`src/rtl/therm_disp_scan_ctrl_pkg.sv`:
```
// Shared types and constants for the thermometer display sequencer.
package therm_disp_pkg;
  localparam int         NUM_DIGITS = 3;
  localparam logic [3:0] BLANK_CODE = 4'hF;

  typedef enum logic [1:0] {C_IDLE, C_ABS, C_SHIFT, C_COMMIT} conv_state_t;

  function automatic int slot_cnt_w(input int div);
    return (div <= 2) ? 1 : $clog2(div);
  endfunction
endpackage

```
`src/rtl/therm_disp_scan_ctrl_if.sv`:
```
// Temperature source -> display sequencer valid/ready channel.
interface therm_disp_scan_ctrl_if;
  logic signed [7:0] temp_in;
  logic              temp_valid;
  logic              temp_ready;

  modport master (output temp_in, output temp_valid, input  temp_ready);
  modport slave  (input  temp_in, input  temp_valid, output temp_ready);
endinterface

```
`src/rtl/therm_disp_scan_ctrl_bin2bcd_seq8.sv`:
```
// Sequential double-dabble: signed 8-bit in, 3-digit BCD magnitude plus sign out.
module bin2bcd_seq8 (
  input  logic        clk,
  input  logic        rst_n,
  input  logic        i_start,
  input  logic        i_step,
  input  logic [7:0]  i_temp,
  output logic        o_done,
  output logic        o_sign,
  output logic [11:0] o_bcd
);
  logic [7:0]  r_mag;
  logic [2:0]  r_iter;
  logic [11:0] r_bcd;
  logic        r_sign;
  logic [11:0] w_adj;

  always_comb begin
    w_adj = r_bcd;
    for (int i = 0; i < 3; i++)
      if (r_bcd[4*i +: 4] >= 4'd5) w_adj[4*i +: 4] = r_bcd[4*i +: 4] + 4'd3;
  end

  // -128 negates to 8'h80, which reads correctly as unsigned 128.
  always_ff @(posedge clk or negedge rst_n) begin
    if (!rst_n) begin
      r_mag  <= '0;
      r_iter <= '0;
      r_bcd  <= '0;
      r_sign <= 1'b0;
    end else if (i_start) begin
      r_sign <= i_temp[7];
      r_mag  <= i_temp[7] ? (~i_temp) + 8'd1 : i_temp;
      r_bcd  <= '0;
      r_iter <= '0;
    end else if (i_step) begin
      r_bcd  <= {w_adj[10:0], r_mag[7]};
      r_mag  <= {r_mag[6:0], 1'b0};
      r_iter <= r_iter + 3'd1;
    end
  end

  assign o_done = i_step && (r_iter == 3'd7);
  assign o_sign = r_sign;
  assign o_bcd  = r_bcd;
endmodule

```
`src/rtl/therm_disp_scan_ctrl.sv`:
```
// Converts a signed Celsius reading to BCD and time-multiplexes three digits
// onto a shared registered 7-segment encoder with blanking at each slot start.
module therm_disp_scan_ctrl
  import therm_disp_pkg::*;
#(
  parameter int REFRESH_DIV = 1000,
  parameter int BLANK_CYC   = 2
) (
  input  logic                  clk,
  input  logic                  rst_n,
  therm_disp_scan_ctrl_if.slave tif,
  output logic [3:0]            digit_value,
  output logic [NUM_DIGITS-1:0] digit_en,
  output logic                  neg,
  output logic                  busy
);
  localparam int CW = slot_cnt_w(REFRESH_DIV);

  conv_state_t r_state, w_state_nx;
  logic [7:0]  r_temp;
  logic        w_ready, w_start, w_step, w_commit, w_done, w_sign;
  logic [11:0] w_bcd;
  logic [3:0]  w_h, w_t, w_u;

  logic [NUM_DIGITS-1:0][3:0] r_buf;
  logic                       r_neg;
  logic [CW-1:0]              r_slot_cnt, w_slot_cnt_nx;
  logic [1:0]                 r_idx, w_idx_nx;
  logic                       w_wrap;
  logic [3:0]                 r_digit_value;
  logic [NUM_DIGITS-1:0]      r_digit_en;

  always_ff @(posedge clk or negedge rst_n) begin
    if (!rst_n) r_state <= C_IDLE;
    else        r_state <= w_state_nx;
  end

  always_comb begin
    w_state_nx = r_state;
    case (r_state)
      C_IDLE:   if (tif.temp_valid) w_state_nx = C_ABS;
      C_ABS:    w_state_nx = C_SHIFT;
      C_SHIFT:  if (w_done) w_state_nx = C_COMMIT;
      C_COMMIT: w_state_nx = C_IDLE;
      default:  w_state_nx = C_IDLE;
    endcase
  end

  always_comb begin
    w_ready  = (r_state == C_IDLE);
    w_start  = (r_state == C_ABS);
    w_step   = (r_state == C_SHIFT);
    w_commit = (r_state == C_COMMIT);
  end

  assign tif.temp_ready = w_ready;
  assign busy           = !w_ready;

  always_ff @(posedge clk or negedge rst_n) begin
    if (!rst_n)                         r_temp <= '0;
    else if (w_ready && tif.temp_valid) r_temp <= tif.temp_in;
  end

  bin2bcd_seq8 u_b2b (
    .clk     (clk),
    .rst_n   (rst_n),
    .i_start (w_start),
    .i_step  (w_step),
    .i_temp  (r_temp),
    .o_done  (w_done),
    .o_sign  (w_sign),
    .o_bcd   (w_bcd)
  );

  assign w_h = w_bcd[11:8];
  assign w_t = w_bcd[7:4];
  assign w_u = w_bcd[3:0];

  always_ff @(posedge clk or negedge rst_n) begin
    if (!rst_n) begin
      r_buf <= {BLANK_CODE, BLANK_CODE, 4'd0};
      r_neg <= 1'b0;
    end else if (w_commit) begin
      r_buf[2] <= (w_h == 4'd0) ? BLANK_CODE : w_h;
      r_buf[1] <= (w_h == 4'd0 && w_t == 4'd0) ? BLANK_CODE : w_t;
      r_buf[0] <= w_u;
      r_neg    <= w_sign && (w_bcd != 12'd0);
    end
  end

  always_comb begin
    w_wrap        = (r_slot_cnt == CW'(REFRESH_DIV - 1));
    w_slot_cnt_nx = w_wrap ? '0 : r_slot_cnt + 1'b1;
    w_idx_nx      = !w_wrap ? r_idx : (r_idx == 2'(NUM_DIGITS - 1)) ? 2'd0 : r_idx + 2'd1;
  end

  // Value and enable are registered from next-slot state so the value is
  // present from slot cycle 0; a commit on the same edge lands one slot later.
  always_ff @(posedge clk or negedge rst_n) begin
    if (!rst_n) begin
      r_slot_cnt    <= '0;
      r_idx         <= '0;
      r_digit_value <= BLANK_CODE;
      r_digit_en    <= '0;
    end else begin
      r_slot_cnt <= w_slot_cnt_nx;
      r_idx      <= w_idx_nx;
      if (w_wrap) r_digit_value <= r_buf[w_idx_nx];
      r_digit_en <= (w_slot_cnt_nx >= CW'(BLANK_CYC)) ? NUM_DIGITS'(1) << w_idx_nx : '0;
    end
  end

  assign digit_value = r_digit_value;
  assign digit_en    = r_digit_en;
  assign neg         = r_neg;
endmodule
```
`src/flat_wrapper.sv`:
```
// flat-port wrapper written by rule: the top's interface ports become plain ports
module therm_disp_scan_ctrl_flat import therm_disp_pkg::*;
#(
  parameter int REFRESH_DIV = 1000,
  parameter int BLANK_CYC   = 2
)
  (clk, rst_n, digit_value, digit_en, neg, busy, tif_temp_in, tif_temp_valid, tif_temp_ready);
  therm_disp_scan_ctrl_if tif_i ();
  input  logic clk;
  input  logic rst_n;
  output logic [3:0] digit_value;
  output logic [NUM_DIGITS-1:0] digit_en;
  output logic neg;
  output logic busy;
  input wire logic [$bits(tif_i.temp_in)-1:0] tif_temp_in;
  input wire logic [$bits(tif_i.temp_valid)-1:0] tif_temp_valid;
  output wire logic [$bits(tif_i.temp_ready)-1:0] tif_temp_ready;
  assign tif_i.temp_in = tif_temp_in;
  assign tif_i.temp_valid = tif_temp_valid;
  assign tif_temp_ready = tif_i.temp_ready;
  therm_disp_scan_ctrl #(.REFRESH_DIV(REFRESH_DIV), .BLANK_CYC(BLANK_CYC)) u_core (.clk(clk), .rst_n(rst_n), .tif(tif_i), .digit_value(digit_value), .digit_en(digit_en), .neg(neg), .busy(busy));
endmodule
```
`config.mk`:
```
export PLATFORM = sky130hd
export DESIGN_NAME = therm_disp_scan_ctrl_flat
export DESIGN_NICKNAME = d
export VERILOG_FILES = /design/src/rtl/therm_disp_scan_ctrl_pkg.sv /design/src/rtl/therm_disp_scan_ctrl_if.sv /design/src/rtl/therm_disp_scan_ctrl_bin2bcd_seq8.sv /design/src/rtl/therm_disp_scan_ctrl.sv /design/src/flat_wrapper.sv
export SDC_FILE = /design/constraint.sdc
export NUM_CORES = 1
export LEC_CHECK = 0
export ABC_AREA = 1
export CORE_ASPECT_RATIO = 0.5
export CORE_UTILIZATION = 53
export CTS_CLUSTER_DIAMETER = 30
export DETAILED_ROUTE_END_ITERATION = 8
export PLACE_DENSITY = 0.72
export SLEW_MARGIN = 25
export SYNTH_ARGS = -nofsm -noshare
export SYNTH_HDL_FRONTEND = slang
export SYNTH_SLANG_ARGS = --single-unit
export TNS_END_PERCENT = 10
```
`constraint.sdc`:
```
create_clock -name clk -period 1.5 [get_ports clk]
set_input_delay 0.45 -clock clk [delete_from_list [all_inputs] [get_ports clk]]
set_output_delay 0.45 -clock clk [all_outputs]
set_load 0.05 [all_outputs]
```
==> reports/results.ini, run 1 <==
[status]
status=complete, but fails checks
failed_checks=setup timing

[logic_synthesis]
synth-edff-count=0
ys_seq_elements=66
synth.avg_cell_area_sq_um=8.58
synth_top_area_share_pct=39.7
netlist_area_sq_mm=0.00340
synth_most_common_cell=nand2_1
synth_top_area_cell=dfrtp_1
ys_seq_area_share_pct=49.0
synth_async_sr_flop_share_pct=100
synthFlopType=dfrtp_1
netlist_top_cells_area=dfrtp_1, dfstp_2, nand2_1
synth_cells=396
ys_types=37
synthTopCellsByCount=nand2_1, inv_1, dfrtp_1
syn_nets=423
yosys_warnings=0

[timing]
min_period_ns=1.70
slew_headroom_pct=62.4
setup_ws_ns=-0.203
rsz0062_at_grt=yes
worst_pin_slew_ns=0.556
final_hold_viol_count=0
setup_violations=9
fin_worst_skew_ns=0.00582
max_freq_ghz=0.587
min_period_over_period_pct=114
maxSlewViolCount=0
tns_ns=-0.881

[setup_path]
cp_cell_sequence=inv_2 -> ha_4 -> clkinvlp_4 -> buf_12
required_ns=1.05
crit_start=u_core.r_state[0]
cp.arrival_ns=1.25
crit_fanout=3
cp-start-kind=flip-flop
worst-path-buf-inv=3
rr_startpoint=u_core.r_slot_cnt[1]
r2r-end=u_core.digit_value[2]
path_delay_family=flip-flops
cp_slowest_stage_delay_ns=0.40
critPathKind=reg -> out
reg2reg_slack_ns=-0.09
slowest_stage=dfrtp_1
end_kind=output port
r2r_cells=9

[global_route]
antenna_found_initial=0
grt_max_degree=31
track_usage_pct=24.1
grt_pass1_vias=2833
grt_pass1_wl_microns=12200
grt-ovfl-total=0

[routing]
drt_iter0_drc=155
vias=2885
drt-total-wl_microns=7300
antenna_left=0
drc=0
wl_per_cell_microns=13.1
vias_per_cell=5.17
first_pass_iters=5

[clock_network]
numCtsBuffers=9
clkSlewWorstSetupHoldPaths_ns=0.05
ctsLongestPathBuffers=2
clkSinkCount=66
cts_tree=built
insertion_delay_ns=0.33
root_buffer=clkbuf_16
htree_levels=3

[die]
die_area_sq_mm=0.00676
placementRows=20
start_util_pct=55.4
design.core.area_sq_mm=0.00613
boundaryPins=21
chipHeight_microns=58.6
dieWidth_microns=115

[place]
place_hpwl_microns=5250
gp_congestion=0.860
numPortBuffers=20
placed_area_sq_mm=0.00405

[layout]
area_delta_synth_final_pct=32.1
fillers=453
nNetsFinal=492
antenna_cells=0
drive_gt1_share_pct=27.7
design_area_sq_mm=0.00449

[power]
power.density_mw_per_mm2=1700
leakagePower_nw=2.19
ir_worst_vdd_mv=1.21

[worst_hold_path]
hold_end=u_core.u_b2b.r_mag[0]
whs_path_depth=2
worstHoldPathType=reg -> reg
hold_path_startpoint=u_core.u_b2b.r_mag[0]

[run]
max-cap-violations=0

==> final cells by class <==
| class | instances | area (sq um) | share of cell area, % |
|---|---|---|---|
| well taps | 88 | 110 | 2.45 |
| multi-input cells | 259 | 1530 | 34.2 |
| clock inverters | 3 | 15.0 | 0.334 |
| clock buffers | 13 | 260 | 5.80 |
| inverters | 64 | 248 | 5.52 |
| repair buffers | 65 | 656 | 14.6 |
| flip-flops and latches | 66 | 1670 | 37.1 |
==> registers in the layout (all words and copies together), names as in the netlist <==
name	flops
u_core.digit_en	3
u_core.r_buf	12
u_core.r_slot_cnt	10
u_core.digit_value	4
u_core.r_temp	8
u_core.r_idx	2
u_core.u_b2b.r_mag	8
u_core.r_state	2
u_core.u_b2b.r_iter	3
u_core.u_b2b.o_sign	1
u_core.neg	1
u_core.u_b2b.o_bcd	12
==> layer usage <==
metal	up-vias	GRT usage (%)	part of all wire (%)
met5	-	0	0
met4	0	10.2	2.2
met3	17	7.93	4.4
met2	63	41.7	50
met1	1369	28.2	44
li1	1436	-	-
==> cell families (layout without fill, tap and decap cells) <==
kind of cell | after synthesis | in the layout | share of synthesized area, %
simple gates | 162 | 163 | 21.8
fa+ha+maj | 16 | 16 | 5.89
mux | 1 | 1 | 0.331
buf+inv | 72 | 145 | 8.28
xor+xnor | 4 | 4 | 1.03
flops | 66 | 66 | 49.0
compound gates | 75 | 75 | 13.6
==> cells in the final DEF (no fill, tap or decap), drive strengths merged <==
| master | instances |
|---|---|
| nand2 | 76 |
| inv | 61 |
| buf | 55 |
| dfrtp | 54 |
| nor2 | 48 |
| nand3 | 31 |
| o21ai | 28 |
| a21oi | 16 |
| ha | 16 |
| clkbuf | 13 |
| dfstp | 12 |
| clkdlybuf4s50 | 9 |
| a31oi | 8 |
| o22ai | 6 |
| o221ai | 5 |
| o211ai | 5 |
| clkinv | 5 |
| xor2 | 4 |
| or2 | 4 |
| nand4 | 3 |
| a22o | 2 |
| o311ai | 2 |
| clkinvlp | 1 |
| o21bai | 1 |
| a22oi | 1 |
| nor3 | 1 |
| o32ai | 1 |
| mux2 | 1 |
| dlygate4sd3 | 1 |
==> through the flow <==
stage | utilization [%] | instances | power, mW | setup WS, ns | hold slack, ns
6_report | 73.2 | 558 | 7.62 | -0.203 | 0.491
4_1_cts | 71.2 | 549 | 7.53 | -0.188 | 0.486
2_1_floorplan | - | 396 | 4.49 | -0.0244 | 0.154
3_3_place_gp | 66.1 | 529 | 5.37 | -0.0123 | 0.339
3_5_place_dp | 66.1 | 529 | 5.51 | -0.129 | 0.337
5_1_grt | 73.2 | 558 | 8.18 | -0.237 | 0.509
==> what timing repair did <==
item / CTS / global route
setup endpoints to repair: 9 / 24
gates resized for setup: 1 / 21
setup buffers: 3 / 8
endpoints found under the hold margin: 4 / 0
pin swaps: 1 / 9
hold buffers: 1 / 0
gates cloned: 0 / 1
==> worst max path at each step <==
stage	cells past startpoint	to
2_1_floorplan	11	u_core.digit_en[0]
3_3_place_gp	10	u_core.digit_value[2]
3_5_place_dp	9	u_core.digit_value[2]
4_1_cts	4	busy
5_1_grt	4	busy
6_report	4	busy
==> report_power, final <==
part | switching [mW] | internal, mW
sequential | 0.294 | 2.25
clock | 0.703 | 1.20
combinational | 1.83 | 1.34
==> worst reg2reg max path: stages (launching register included) <==
cell,delay [ns]
dfrtp_1,0.35
ha_2,0.20
nand2_2,0.09
inv_4,0.09
nand3_4,0.13
clkinv_2,0.13
buf_4,0.12
o311ai_0,0.19
a21oi_1,0.18
nor2_1,0.05
Power figures use the tool's default switching activity.
==> run 2: changes to the inputs <==
CELL_PAD_IN_SITES_DETAIL_PLACEMENT = 0   (was not set)
CELL_PAD_IN_SITES_GLOBAL_PLACEMENT = 1   (was not set)
CORE_UTILIZATION = 41   (was 53)
PLACE_DENSITY = 0.73   (was 0.72)
==> run 2 against run 1 <==
Final cell count up 3.9%. Highest routed layer unchanged. Worst setup slack better by 0.011 ns. Sequential share of layout area is 0.46 points lower. The run still ends with setup timing left. Non-clock buffer count shrank 1. First-iteration DRC count decreased by 38%. Sequential cell count unchanged.
==> reports/results.ini, run 2 (synthesized netlist as in run 1, its figures left out) <==
[die]
chipHeight_microns=66.4
placementRows=23
design.core.area_sq_mm=0.00803
dieWidth_microns=131
boundaryPins=21
start_util_pct=42.3
die_area_sq_mm=0.00868

[layout]
antenna_cells=0
layout_common_cells=nand2_1, dfrtp_1, inv_1
drive_gt1_share_pct=26.9
layout_commonest_cell=nand2_1
post-route-util_pct=56.6
design_area_sq_mm=0.00455
nNetsFinal=490
area_delta_synth_final_pct=33.7

[timing]
maxSlewViolCount=0
final_hold_viol_count=0
rsz0062_at_grt=yes
worst_pin_slew_ns=0.468
min_period_ns=1.69
setup_ws_ns=-0.192
slew_headroom_pct=68.7
min_period_over_period_pct=113
timing.hold.ws_ns=0.00794
setup_violations=8
max_freq_ghz=0.591
fin_worst_skew_ns=0.00450

[power]
p_clk_share_pct=26.8
leakagePower_nw=2.22
power.density_mw_per_mm2=1720
intPower_mw=4.98
ir_worst_vdd_mv=1.46
p_total_mw=7.84
p_seq_share_pct=32.4
combPwrFrac_pct=40.8
switchingPower_mw=2.85
switching_share_pct=36.4

[place]
place_hpwl_microns=5300
numPortBuffers=20
pre_cts_slack_ns=-0.113
gp_congestion=0.786
placed_area_sq_mm=0.00412

[setup_path]
cp-start-kind=flip-flop
slowest_stage=dfrtp_1
required_ns=1.05
crit_fanout=2
cp.arrival_ns=1.24
path_delay_family=flip-flops
cp_cell_sequence=inv_2 -> ha_4 -> clkinvlp_4 -> buf_12
crit_start=u_core.r_state[1]
end_kind=output port
critPathKind=reg -> out
cp_slowest_stage_delay_ns=0.40
worst-path-buf-inv=3
rr_startpoint=u_core.r_slot_cnt[0]

[clock_network]
numCtsBuffers=9
clkSlewWorstSetupHoldPaths_ns=0.05
cts_tree=built
htree_levels=3
insertion_delay_ns=0.33
root_buffer=clkbuf_16
ctsLongestPathBuffers=2
clkSinkCount=66

[status]
status=complete, but fails checks
failed_checks=setup timing

[routing]
highest_layer=met4
drt-total-wl_microns=7090
drc=0
wl_met3_microns=197
antenna_left=0
wl_per_cell_microns=12.2
drt_iter0_drc=96
wl_met1_microns=3210
vias=2809
wl_met2_microns=3550
vias_per_cell=4.84
first_pass_iters=4

[worst_hold_path]
worstHoldPathType=in -> async

[global_route]
grt_pass1_vias=2798
antenna_found_initial=0
grt_pass1_wl_microns=12500
grt_max_degree=27
grt-ovfl-total=0
track_usage_pct=19.3

[run]
max-cap-violations=0

run 2: power by group through the flow:
stage	Clock [mW]	Combinational, mW	Sequential [mW]
after floorplan	0	1.99	2.50
after global placement	0	2.90	2.55
after detailed placement	0	2.99	2.57
after CTS	2.15	3.19	2.53
after global routing	2.22	3.63	2.59
final	2.10	3.19	2.54
run 2: final timing paths:
| kind | to | slack, ns | cells past startpoint |
|---|---|---|---|
| min | u_core.digit_en[2] | 0.008 | 1 |
| max | busy | -0.19 | 4 |
| min reg2reg | u_core.u_b2b.r_mag[2] | 0.50 | 2 |
| max in group asynchronous | u_core.r_buf[10] | 1.00 | 2 |
| max reg2reg | u_core.digit_en[2] | -0.06 | 11 |
| min in group clk | u_core.u_b2b.r_mag[2] | 0.50 | 2 |
run 2: what timing repair did:
| item | 4_1_cts | 5_1_grt |
|---|---|---|
| buffers inserted | 6 | 2 |
| hold buffers | 0 | 0 |
| endpoints found under the setup margin | 9 | 29 |
| cloned | 0 | 0 |
| pin swaps | 5 | 8 |
| gates resized for setup | 4 | 16 |
run 2: area by class of cell:
type,count,area (sq um)
Clock buffer,11,253
Multi-Input combinational cell,258,1510
Inverter,64,249
Clock inverter,5,52.6
Sequential cell,66,1670
Tap cell,112,140
Fill cell,725,3480
Timing Repair Buffer,64,679
run 2: through the flow:
step,setup TNS (ns),instances
final,-0.596,580
after global routing,-1.69,580
after CTS,-0.769,578
after detailed placement,-0.580,556
after global placement,-0.255,556
after floorplan,-0.0731,396
run 2: per-layer routing:
metal  vias to the layer above  GRT usage (%)
li1                       1436              -
met1                      1327           22.4
met2                        34           33.5
met3                        12           5.34
met4                         0           9.05
met5                         -              0
==> run 3: changes to the inputs <==
SETUP_SLACK_MARGIN = 0.3   (was not set)
SKIP_LAST_GASP = 1   (was not set)
==> run 3 against run 2 <==
The run still ends with setup timing left. Clock power up 8%. Clock-buffer cell count up 3. Utilization up 1.1 points. Power up 2.6%. Critical path depth unchanged. Global-route usage up 0.29 points. Sequential power about the same. Critical endpoint unchanged. Largest power group unchanged.
==> reports/results.ini, run 3 (synthesized netlist as in run 1, its figures left out) <==
[routing]
wl_per_cell_microns=12.6
first_pass_iters=5
drc=0
vias=2846
drt_iter0_drc=100
drt-total-wl_microns=7360
antenna_left=0
vias_per_cell=4.88

[place]
place_hpwl_microns=5100
gp_congestion=0.786
placed_area_sq_mm=0.00410
place_inst=554
pre_cts_slack_ns=-0.109
numPortBuffers=20

[setup_path]
cp-start-kind=flip-flop
critPathKind=reg -> out
end_kind=output port
required_ns=1.05
crit_fanout=2
r2r_cells=10
cp.arrival_ns=1.22

[power]
switching_share_pct=35.3
p_seq_share_pct=31.5
ir_worst_vdd_mv=1.58
switchingPower_mw=2.84
intPower_mw=5.20
p_total_mw=8.04
p_clk_share_pct=28.1
power.density_mw_per_mm2=1730
leakagePower_nw=2.27
combPwrFrac_pct=40.4

[die]
chipHeight_microns=66.4
boundaryPins=21
start_util_pct=42.3
dieWidth_microns=131
die_area_sq_mm=0.00868
placementRows=23
design.core.area_sq_mm=0.00803

[clock_network]
clkSlewWorstSetupHoldPaths_ns=0.05
insertion_delay_ns=0.33
postCtsHoldBufs=0
htree_levels=3
numCtsBuffers=9
clkSinkCount=66
cts_tree=built
root_buffer=clkbuf_16
ctsLongestPathBuffers=2

[global_route]
antenna_found_initial=0
grt_pass1_vias=2916
grt-ovfl-total=0
track_usage_pct=19.6
grt_pass1_wl_microns=12800
grt_max_degree=67

[timing]
final_hold_viol_count=0
slew_headroom_pct=73.9
worst_pin_slew_ns=0.386
timing.hold.ws_ns=0.133
maxSlewViolCount=0
setup_ws_ns=-0.175
max_freq_ghz=0.597
fin_worst_skew_ns=0.00874
tns_ns=-0.506
min_period_ns=1.67
min_period_over_period_pct=112
rsz0062_at_grt=yes
setup_violations=7

[layout]
post-route-util_pct=57.7
design_area_sq_mm=0.00464
nNetsFinal=493
drive_gt1_share_pct=27.8
layout_common_cells=nand2_1, inv_1, dfrtp_1
area_delta_synth_final_pct=36.4
layout_commonest_cell=nand2_1
stdcell_count=583
antenna_cells=0

[worst_hold_path]
worstHoldPathType=in -> async

[status]
status=complete, but fails checks
failed_checks=setup timing

[run]
max-cap-violations=0

-- run 3: cell count changes in the layout (fill, tap and decap cells not counted), sizes merged --
| cell | delta |
|---|---|
| clkinv | -3 |
| clkinvlp | -1 |
| nand3 | +1 |
| clkbuf | +3 |
| bufinv | +1 |
| buf | +2 |
-- run 3: final timing paths --
kind / endpoint / slack, ns / from
max in group asynchronous: u_core.r_buf[10] / 1.04 / rst_n
setup reg to reg: u_core.digit_value[3] / -0.04 / u_core.r_slot_cnt[4]
min in group clk: u_core.u_b2b.r_mag[2] / 0.49 / u_core.u_b2b.r_mag[1]
setup / recovery: busy / -0.17 / u_core.r_state[0]
hold reg to reg: u_core.u_b2b.r_mag[2] / 0.49 / u_core.u_b2b.r_mag[1]
hold / removal: u_core.digit_en[0] / 0.13 / rst_n
-- run 3: power groups by stage --
stage                     Clock [mW]  Combinational [mW]  Sequential [mW]
after CTS                       2.31                3.22             2.53
after detailed placement           0                3.05             2.56
after global placement             0                2.94             2.54
after global routing            2.39                3.66             2.59
after floorplan                    0                2.03             2.50
final                           2.26                3.25             2.53
-- run 3: area by class of cell --
type / instances / area (sq um)
clock inverters: 2 / 60.1
repair buffers: 66 / 682
clock buffers: 14 / 264
flip-flops and latches: 66 / 1670
fillers: 729 / 3390
well taps: 112 / 140
inverters: 64 / 251
multi-input cells: 259 / 1570
-- run 3: per-layer routing --
metal	up-vias	share of wire, %	global-route usage, %
met2	37	50	34.4
met5	-	0	0
met4	0	1.5	8.19
li1	1437	-	-
met3	11	2.9	5.58
met1	1361	45	22.6
-- run 3: critical path: stages (launching register included) --
cell	delay, ns
dfrtp_1	0.38
inv_2	0.08
ha_4	0.17
clkinvlp_4	0.11
buf_12	0.15
-- run 3: timing repair --
item / in CTS / in global routing
cloned: 1 / 0
buffers inserted: 9 / 3
gates resized for setup: 16 / 9
endpoints found under the setup margin: 63 / 74
pin swaps: 4 / 6
